$ cat src/rtl/iq_dispatch_fifo.sv
// Circular instruction queue that dispatches its head, in order, to one of
// NUM_RS reservation stations and allocates a ROB tag for it.
module iq_dispatch_fifo #(
    parameter int DEPTH  = 8,
    parameter int IW     = 32,
    parameter int NUM_RS = 4,
    parameter int TAG_W  = 3
) (
    input  logic                        clk,
    input  logic                        rst,
    input  logic                        in_valid,
    output logic                        in_ready,
    input  logic [IW-1:0]               in_instr,
    input  logic [31:0]                 in_pc,
    input  logic [$clog2(NUM_RS)-1:0]   in_rs_sel,
    input  logic                        in_serial,
    input  logic [NUM_RS-1:0]           rs_empty,
    input  logic                        rob_full,
    input  logic                        rob_empty,
    input  logic                        flush,
    input  logic [TAG_W-1:0]            flush_tag,
    output logic [NUM_RS-1:0]           rs_load,
    output logic                        rob_load,
    output logic [IW-1:0]               out_instr,
    output logic [31:0]                 out_pc,
    output logic [TAG_W-1:0]            out_tag,
    output logic [$clog2(DEPTH):0]      count
);

    localparam int PTR_W = $clog2(DEPTH);
    localparam int SEL_W = $clog2(NUM_RS);
    localparam int CNT_W = PTR_W + 1;

    logic [IW-1:0]    instr_mem  [DEPTH];
    logic [31:0]      pc_mem     [DEPTH];
    logic [SEL_W-1:0] sel_mem    [DEPTH];
    logic [DEPTH-1:0] serial_mem;

    logic [PTR_W-1:0] head;
    logic [PTR_W-1:0] tail;
    logic [CNT_W-1:0] count_q;
    logic [TAG_W-1:0] tag_q;

    logic             full;
    logic             empty;
    logic             enq;
    logic             deq;
    logic [SEL_W-1:0] head_sel;
    logic             head_serial;
    logic             head_rs_free;

    assign full        = (count_q == CNT_W'(DEPTH));
    assign empty       = (count_q == '0);
    assign head_sel    = sel_mem[head];
    assign head_serial = serial_mem[head];

    // in_ready is held high through reset so the port reads sane before the
    // occupancy register has been initialised; rst still blocks the write.
    assign in_ready = rst | ~full;
    assign enq      = in_valid & in_ready & ~flush & ~rst;

    // A select value with no matching station leaves head_rs_free low, so an
    // out-of-range entry simply never dispatches.
    always_comb begin
        head_rs_free = 1'b0;
        for (int i = 0; i < NUM_RS; i++) begin
            if (head_sel == SEL_W'(i)) begin
                head_rs_free = rs_empty[i];
            end
        end
    end

    assign deq = ~rst & ~empty & ~flush & head_rs_free & ~rob_full
               & (~head_serial | rob_empty);

    always_comb begin
        rs_load = '0;
        for (int i = 0; i < NUM_RS; i++) begin
            rs_load[i] = deq & (head_sel == SEL_W'(i));
        end
    end

    assign rob_load  = |rs_load;
    assign out_tag   = tag_q;
    assign count     = count_q;
    assign out_instr = (rst | empty) ? '0 : instr_mem[head];
    assign out_pc    = (rst | empty) ? '0 : pc_mem[head];

    always_ff @(posedge clk) begin
        if (enq) begin
            instr_mem[tail]  <= in_instr;
            pc_mem[tail]     <= in_pc;
            sel_mem[tail]    <= in_rs_sel;
            serial_mem[tail] <= in_serial;
        end
    end

    // Flush rewinds both pointers and reloads the tag counter from the
    // recovery tag; reset outranks it.
    always_ff @(posedge clk) begin
        if (rst) begin
            head    <= '0;
            tail    <= '0;
            count_q <= '0;
            tag_q   <= '0;
        end else if (flush) begin
            head    <= '0;
            tail    <= '0;
            count_q <= '0;
            tag_q   <= flush_tag;
        end else begin
            if (enq) begin
                tail <= tail + PTR_W'(1);
            end
            if (deq) begin
                head  <= head + PTR_W'(1);
                tag_q <= tag_q + TAG_W'(1);
            end
            unique case ({enq, deq})
                2'b10:   count_q <= count_q + CNT_W'(1);
                2'b01:   count_q <= count_q - CNT_W'(1);
                default: count_q <= count_q;
            endcase
        end
    end

endmodule

$ cat config.mk
export PLATFORM = sky130hd
export DESIGN_NAME = iq_dispatch_fifo
export DESIGN_NICKNAME = d
export VERILOG_FILES = /design/src/rtl/iq_dispatch_fifo.sv
export SDC_FILE = /design/constraint.sdc
export NUM_CORES = 1
export LEC_CHECK = 0
export BUFFER_PORTS_ARGS = -buffer_cell sky130_fd_sc_hd__buf_2
export CAP_MARGIN = 10
export CORE_AREA = 3 3 192 194
export CTS_CLUSTER_DIAMETER = 100
export DETAILED_ROUTE_END_ITERATION = 8
export DIE_AREA = 0 0 195 197
export PLACE_DENSITY = 0.83
export REMOVE_ABC_BUFFERS = 1
export SETUP_SLACK_MARGIN = 0.15
export SLEW_MARGIN = 25
export SYNTH_ARGS = -nofsm -noshare
export SYNTH_HDL_FRONTEND = slang
export SYNTH_SLANG_ARGS = --single-unit
$ cat constraint.sdc
create_clock -name clk -period 9.55 [get_ports clk]
set_input_delay 1.4325 -clock clk [delete_from_list [all_inputs] [get_ports clk]]
set_output_delay 1.4325 -clock clk [all_outputs]
set_load 0.02 [all_outputs]
[Word-level counts from Yosys, hierarchy flattened]
Memories as Yosys holds them, arrays and structs flattened. A register that Yosys moved wholly into a read port is not among the register bits.
Cells that the tools add are included.
Storage, ports and cells
  register bits after elaboration: 21
  latch bits: 0
  memory bits (writable): 528
  ROM bits: 0
  word-level logic and storage cells: 72
  memories kept: 3
Operators by class
  add/subtract/negate cells: 5
  $mul: 0
  divide/modulo/power cells: 0
  $lt $le $gt $ge: 3
  equal/unequal tests: 6
  shift-type cells: 0
  mux-type cells: 22
  bitwise logic cells: 21
  reductions and logical operators: 7
Memory list
  instr_mem: depth 8, width 32, rd ports 1, clocked after memory_dff 1, wr ports 1, line 34  | logic [IW-1:0] instr_mem [DEPTH];
  pc_mem: depth 8, width 32, rd ports 1, clocked after memory_dff 1, wr ports 1, line 35  | logic [31:0] pc_mem [DEPTH];
  sel_mem: depth 8, width 2, rd ports 1, clocked after memory_dff 1, wr ports 1, line 36  | logic [SEL_W-1:0] sel_mem [DEPTH];
Operator list (count)
  32-bit two-way mux: 2
  3-bit two-way mux: 8
  1-bit AND: 12
  3-bit by 1-bit adder with 3-bit output, second input constant: 3
  8-bit bitwise mux: 1
  3-bit by 4-bit less-than comparator with 1-bit output, second input constant: 2
  1-bit two-way mux: 8
  4-bit one-hot mux with 2 select lines: 1
  2-bit equality test, second input constant: 3
  1-bit inverter: 6
  4-bit by 1-bit adder with 4-bit output, second input constant: 1
  2-bit by 1-bit equality test with 1-bit output, second input constant: 2
  4-bit equality test, second input constant: 1
  4-bit logical NOT: 1
  2-bit nonzero test: 2
  4-bit OR reduction: 1
  4-bit by 1-bit subtractor with 4-bit output, second input constant: 1
  1-bit binary-select mux with 3-bit select: 1
  1-bit demux with 3-bit select: 1
  3-bit by 1-bit >= comparator with 1-bit output, second input constant: 1
  1-bit OR: 3
  2-bit logical NOT: 1
  2-bit OR reduction: 1
  1-bit logical AND: 1

[Depth between registers and ports, before layout]
Gate-level depths: netlist (run 1).
  word-level depth: 10
  mapped depth: 14
  depth with buffers taken out: 13

[Worst setup path before layout (run 1)]
Ideal clock, no wire load.
  path kind: input-to-reg
  start point: input rst
  end point: memory instr_mem[0][0] (enable)
  setup time: 0.575 ns
  arrival: 6.629 ns
  data required time: 8.975 ns
  setup slack: 2.347 ns
  stages on the path: 4
  buffers on the path: 0
  cells stage by stage: nor2_1 -> nand3_1 -> or2_2 -> nor3_1
On the way
  word-level cells in the longest chain between the ends: 6
  elaborated cells between the ends (all ways): 7
  classes of those cells: 2 x mux; 5 x bitwise
Ends and longest elaborated chain
  start: declaration: line 10  | input logic rst,
  1-bit OR: line 59  | assign in_ready = rst | ~full;
  1-bit AND (2 in series): line 60  | assign enq = in_valid & in_ready & ~flush & ~rst;
  1-bit AND *: line 60
  1-bit two-way mux *: line 90  | if (enq) begin
  1-bit two-way mux (not written as such) *: line 91  | instr_mem[tail] <= in_instr;
  end: declaration: line 34
Every way passes the cells marked *; elsewhere a longest branch is shown, timed or not.

==> results of run 1 <==
## flip-flops by register name, summed over array words and instances, names as in the netlist, named ones only
signal and cells:
sel_mem 16, out_tag 3, head 3, count 4, serial_mem 8, tail 3, pc_mem 256, instr_mem 256
## synthesized netlist by cell type (7+ instances only)
master	n	share of area [%]
o21ai_0	7	0.17
mux4_2	133	14
buf_2	14	0.33
dfxtp_1	16	1.5
clkbuf_1	20	0.35
buf_1	11	0.20
edfxtp_1	536	76
nor2_1	79	1.4
mux2i_1	73	3.5
## final timing paths
path | depth (start not counted) | end | start
hold / removal | 1 | out_tag[0] | out_tag[0]
setup reg to reg | 14 | count[2] | flop
hold reg to reg | 1 | out_tag[0] | out_tag[0]
setup / recovery | 8 | rs_load[2] | flop
## stage by stage
step                      worst slack, ps  cells  util (%)
after floorplan                       774    911         -
after global placement               4640   1542      63.6
after detailed placement             4610   1543      63.7
after CTS                            4010   1640      68.7
after global routing                 3720   1643      68.8
final                                4090   1646      68.8
## cells by family after synthesis
kind of cell	count (synthesis)
AOI/OAI and AO/OA	20
and+or+nand+nor	114
adders and majority gates	6
muxes	210
xor gates and xnor gates	6
buffers and inverters	49
DFF	552
## power by group through the flow
stage	clock, mW	sequential, mW	combinational [mW]
3_5_place_dp	0	2.72	0.0871
4_1_cts	2.18	2.67	0.0883
6_report	2.15	2.67	0.0882
5_1_grt	2.28	2.67	0.0973
3_3_place_gp	0	2.72	0.0825
2_1_floorplan	0	2.73	0.0298
## area by class of cell
class,instances,area [um2]
Clock inverter,38,442
Fill cell,2151,11000
Antenna cell,5,12.5
Inverter,3,11.3
Tap cell,461,577
Sequential cell,552,16400
Clock buffer,59,1350
Multi-Input combinational cell,356,4590
Timing Repair Buffer,172,946
## layout by cell type, fill, tap and decap left out, types with 7 or more instances in the layout
master and count:
mux4_2 133, o21ai_0 7, buf_2 156, nor2_1 73
buf_4 13, clkinv_1 10, mux2i_1 73, clkbuf_16 53
dfxtp_1 13, edfxtp_1 536, clkinv_2 13, bufinv_16 10
## worst max-delay path: stages (launching register included)
cell	delay (ps)
dfxtp_4	920
buf_12	640
mux2i_1	170
mux4_2	580
mux2i_2	200
mux2i_2	290
nand2_2	160
nor3b_1	220
buf_2	200
## routing by layer
metal	GRT usage (%)	share of wire (%)
met1	31.6	39
met2	38.5	52
met3	4.44	6.7
met4	7.95	2.8
met5	0	0.048
==> metrics.md, run 1 <==
| Metric | Value |
|---|---|
| Outcome | `finished clean` |
| Clk buf depth | `3` |
| DRT iter0 DRCs | `between 800 and 900` |
| Slew Limit Fails | `0` |
| Total die area | `38,400 um2` |
| Total GRT Usage | `23.2%` |
| Post-Syn Area per Cell | `22.1 um2` |
| Total CTS buffers | `53` |
| Routed WL per cell | `26.5 um` |
| Post-CTS sizing | `0` |
| Post-DP HPWL | `~22 mm` |
| Worst Clk Skew | `17.8 ps` |
| Final WL | `about 44 mm` |
| Latest clock arrival within the worst-skew pair | `570 ps` |
| Peak Freq | `183 MHz` |
| Sequential area share after synthesis | `77.6%` |
| CP Capture Type | `primary output` |
| Max cap viols | `0` |
| Die height | `197 um` |
| Leak | `7.79 nW` |
| Internal power | `3.98 mW` |
| Combinational Power Share | `under 10%` |
| Yosys warning total | `0` |
| Overall Power | `roughly 4.9 mW` |
| Drt first pass iters | `5` |
| Psw | `0.931 mW` |
| Core area | `35,400 um2` |
| Setup_tns | `0 ps` |
| Worst hold margin | `roughly 520 ps` |
| Kind of critical path | `reg -> out` |
| Post-Layout Inst Area | `24,400 um2` |
| Fraction of the mapped netlist area in adder cells | `0.355%` |
| Post-synth EDFFs | `about 540` |
| CP Data Required Time | `8120 ps` |
| Largest family of logic cells by synthesized area | `multiplexers` |
| First-pass GRT wire length | `approximately 67 mm` |
| Minimum clock period after layout | `5460 ps` |
| Post-synth top flop | `edfxtp_1` |
| CTS tree | `yes` |
| Via density | `6.14` |
| Simple-gate area share of the yosys netlist | `2.36%` |
| Switching share of power | `between 10% and 20%` |
| Worst setup SP type | `flop` |
| CTS root buf | `clkbuf_16` |
| Setup violations, final | `0` |
| # rows | `69` |
| Worst slew pin tran | `932 ps` |
| Final period util | `between 50% and 60%` |
| Initial antenna violation count | `5` |
| Post-CTS Setup Bufs | `0` |
| R2R setup slack | `5050 ps` |
| Final hold vios | `0` |
| Ports | `approximately 160` |
| HP Class | `reg -> reg` |
| Multiplexer area fraction after synthesis | `between 15 and 20%` |
| Hold-fix buffers, CTS | `0` |
| Distinct cells, synth | `37` |
| Yosys reg bits | `roughly 550` |
| Synth Area in Compound Gates | `0.603%` |
| Reg clk slew, reported paths | `60 ps` |
| Data arrival, critical path | `4030 ps` |
| Worst slew margin | `~38%` |
| H-tree depth | `2` |
| Synth Area in XOR/XNOR | `less than 1%` |
| DP Area | `22,500 um2` |
| DRC viols | `0` |
| Initial cell density of the core | `roughly three fifths` |
| Worst IR drop on VDD | `about 0.13 mV` |
| Number of port buffers | `about 160` |
| Unrepaired setup endpoints after global routing | `false` |
| Vias post-DR | `10,100` |
| Reg power frac | `54.4%` |
| Mapped Area | `approximately 21,000 um2` |
| Vias in the first global route | `10,800` |
| GP Congestion | `0.769` |
| Critical Path Fanout Max | `93` |
| Clock sinks | `roughly 550` |
| Pwr Density | `about 200 nW/um2` |
| Post-synth ARST share | `0%` |
| Detail Route Antenna Nets | `0` |
| Mapped Cells | `957` |
| Pin count of the biggest net entering global routing | `94` |
| Clock power share | `43.8%` |
| Die X | `~200 um` |
| Final nets | `1,224` |
| Total gr overflow | `0` |
| Layout area overhead | `15.1%` |
| Share of cells above drive strength 1 | `34.5%` |
Power figures use the tool's default switching activity.
==> run 2: changes to the inputs <==
--- a/config.mk
+++ b/config.mk
@@ -5,13 +5,14 @@
 export SDC_FILE = /design/constraint.sdc
 export NUM_CORES = 1
 export LEC_CHECK = 0
+export ABC_AREA = 1
 export BUFFER_PORTS_ARGS = -buffer_cell sky130_fd_sc_hd__buf_2
 export CAP_MARGIN = 10
-export CORE_AREA = 3 3 192 194
+export CORE_AREA = 3 3 205 207
 export CTS_CLUSTER_DIAMETER = 100
 export DETAILED_ROUTE_END_ITERATION = 8
-export DIE_AREA = 0 0 195 197
-export PLACE_DENSITY = 0.83
+export DIE_AREA = 0 0 208 210
+export PLACE_DENSITY = 0.79
 export REMOVE_ABC_BUFFERS = 1
 export SETUP_SLACK_MARGIN = 0.15
 export SLEW_MARGIN = 25
==> constraint.sdc (replaced) <==
create_clock -name clk -period 4.5 [get_ports clk]
set_input_delay 0.675 -clock clk [delete_from_list [all_inputs] [get_ports clk]]
set_output_delay 0.675 -clock clk [all_outputs]
set_load 0.02 [all_outputs]
==> run 2 against run 1 <==
  * Design area is 1.3% higher
  * Final cell count increased by 46%
  * Combinational power increased to 2.7 times the previous value
  * Sequential share of layout area decreased by 0.88 points
  * Count of clock-buffer cells in the layout grew 2
  * Wire length up 13%
  * Critical path type unchanged
==> metrics.md, run 2 <==
| Metric | Value |
|---|---|
| Yosys reg bits | `552 (unchanged)` |
| Ports | `157 (unchanged)` |
| Top cells by area, synth | `edfxtp_1 74%, o21ai_0 7.6%, nor2_1 7.1%` |
| Top Registers | `instr_mem (256), pc_mem (256), sel_mem (16)` |
| Initial antenna violation count | `8 (+3)` |
| Hold-fix buffers, CTS | `0 (unchanged)` |
| Overall Power | `10.2 mW (+110%)` |
| Post-CTS Setup Bufs | `0 (unchanged)` |
| Die X | `208 um (+6.7%)` |
| Total gr overflow | `0 (unchanged)` |
| Worst Clk Skew | `21.3 ps (+3.49 ps)` |
| Post-Syn Area per Cell | `12.8 um2 (-42%)` |
| Total GRT Usage | `22.1% (-1.0 points)` |
| Post-synth top flop | `edfxtp_1` |
| H-tree depth | `2 (unchanged)` |
| Leak | `8.55 nW (+9.8%)` |
| HP Class | `in -> reg` |
| Delay of the slowest critical-path stage | `550 ps (-370 ps)` |
| Final period util | `82.6%` |
| # rows | `74 (+7.2%)` |
| CTS tree | `yes` |
| Top cell by count, worst path | `o21ai_0` |
| Crit path max-delay family | `buffers and inverters` |
| Mapped Cells | `1,697 (+77%)` |
| Die height | `210 um (+6.6%)` |
| Final Core Density | `60.8% (-8.0 points)` |
| Core area | `40,600 um2 (+15%)` |
| Total CTS buffers | `53 (unchanged)` |
| DRC viols | `0 (unchanged)` |
| CTS root buf | `clkbuf_16` |
| GP Congestion | `0.792 (+3.0%)` |
| Commonest non-fill, non-tap cell in the layout | `edfxtp_1` |
| Final hold vios | `0 (unchanged)` |
| Total die area | `43,700 um2 (+14%)` |
| DRT iter0 DRCs | `1,442 (+75%)` |
| Pwr Density | `411 nW/um2 (+100%)` |
| Pre-CTS setup slack | `1290 ps (-3320 ps)` |
| Register area | `16,400 um2 (about the same)` |
| Yosys top cell area share | `74.3% (-1.7 points)` |
| CP Capture Type | `primary output` |
| Slew Limit Fails | `0 (unchanged)` |
| Detail Route Antenna Nets | `0 (unchanged)` |
| Sequential area share after synthesis | `75.8% (-1.8 points)` |
| Routed WL per cell | `20.5 um (-23%)` |
| Critical Path Fanout Max | `52 (-44%)` |
| Share of cells above drive strength 1 | `14.7% (-20 points)` |
| Post-CTS sizing | `0 (unchanged)` |
| R2R setup slack | `1240 ps (-3810 ps)` |
| Post-DP HPWL | `25.8 mm (+16%)` |
| Top cells by count, synth | `536 x edfxtp_1, 408 x nor2_1, 328 x o21ai_0` |
| Final worst slack | `783 ps (-3300 ps)` |
| Kind of critical path | `reg -> out` |
| Setup violations, final | `0 (unchanged)` |
| First-pass GRT wire length | `76.1 mm (+14%)` |
| Cell at the slowest stage of the critical path | `buf_4` |
| Max cap viols | `0 (unchanged)` |
| Layout area overhead | `13.9%` |
| Worst slew margin | `36.6% (-1.3 points)` |
| Peak Freq | `269 MHz` |
| Critical-path cell list | `inv_4, buf_4, o21ai_0, o22ai_1, o21ai_0, a31oi_1, buf_2` |
| Unrepaired setup endpoints after global routing | `false` |
| Worst IR drop on VDD | `0.373 mV (+180%)` |
| Yosys warning total | `0 (unchanged)` |
| Vias post-DR | `14,000 (+38%)` |
| Post-synth ARST share | `0% (unchanged)` |
| Pin count of the biggest net entering global routing | `109 (+16%)` |
| Final nets | `1,911 (+56%)` |
| Footprint of the multi-input gates | `4670 um2 (+1.7%)` |
| Minimum clock period after layout | `3720 ps` |
| Via density | `5.80 (-5.5%)` |
| Mapped Area | `21,700 um2 (+2.4%)` |
| Filler cells | `3,078 (+43%)` |
| Clk buf depth | `3 (unchanged)` |
| Number of port buffers | `156 (unchanged)` |
| Cell taking the most area after synthesis | `edfxtp_1` |
| Data arrival, critical path | `3040 ps (-990 ps)` |
| Worst slew pin tran | `952 ps (+20.1 ps)` |
| Clock sinks | `552 (unchanged)` |
| Post-synth EDFFs | `536 (unchanged)` |
| Latest clock arrival within the worst-skew pair | `600 ps (+30 ps)` |
| Reg clk slew, reported paths | `60 ps (about the same)` |
| Worst setup SP type | `flop` |
| Most numerous cell in the Yosys netlist | `edfxtp_1` |
| Outcome | `finished clean` |
| Drt first pass iters | `7 (+2)` |
| Vias in the first global route | `13,600 (+26%)` |
| CP Data Required Time | `3830 ps (-4290 ps)` |
| Crit path buf inv count | `3 (+1)` |
| Commonest non-fill, non-tap cells in the layout | `536 x edfxtp_1, 400 x nor2_1, 328 x o21ai_0, 156 x buf_2` |
| Distinct cells, synth | `27 (-27%)` |
| Setup_tns | `0 ps (unchanged)` |
| Final WL | `49.3 mm (+13%)` |
| Initial cell density of the core | `53.4% (-6.4 points)` |
## run 2: cell types whose count changed in the layout (fill, tap and decap cells not counted), sizes merged, moves of 10 or more
cell / before / now
nor2: 79 / 408
o21ai: 7 / 328
mux4: 133 / 0
mux2i: 76 / 0
o22ai: 0 / 64
a31oi: 1 / 64
nand2: 7 / 61
inv: 4 / 51
nand3: 4 / 26
buf: 172 / 182
## run 2: per-stage QoR
step | hold slack, ps | cells | instance area (um2)
global placement | 469 | 2302 | 23000
detailed placement | 489 | 2302 | 23000
CTS | 283 | 2402 | 24700
finish | 316 | 2408 | 24700
global route | 321 | 2407 | 24700
floorplan | 457 | 1588 | 21200
## run 2: final timing paths
path | start | to | depth (start not counted)
max | flop | out_pc[11] | 7
min | rst | out_tag[0] | 2
max reg2reg | flop | count[3] | 17
min reg2reg | tail[0] | tail[0] | 2
## run 2: layer usage
metal / global-route usage, % / up-vias / routed length, um
met1: 29.6 / 6835 / 20000
met2: 37.2 / 581 / 24300
met5: 0 / - / 41
li1: - / 6453 / -
met3: 3.78 / 100 / 3610
met4: 7.95 / 6 / 1310
## run 2: cells by family (layout without fill, tap and decap cells)
| family | after synthesis | count (layout) | synth area share [%] |
|---|---|---|---|
| flops | 552 | 552 | 75.8 |
| xor+xnor | 6 | 6 | 0.243 |
| fa+ha+maj | 6 | 6 | 0.347 |
| simple gates | 506 | 506 | 9.09 |
| other cells | 0 | 6 | 0 |
| compound gates | 469 | 469 | 11.6 |
| buf+inv | 158 | 331 | 2.90 |
## run 2: layout make-up
cell class	count	area share, %
antenna	6	0.0609
clock buffer	61	5.50
clock inverter	39	1.24
inverter	49	0.786
multi-input combinational	987	18.9
sequential	552	66.6
tap	532	2.70
timing repair buffer	182	4.22
## run 2: power by group
group,total (mW),internal (mW),switching [mW]
registers,5.67,5.66,0.00864
logic,0.237,0.0680,0.169
clock network,4.25,2.39,1.85
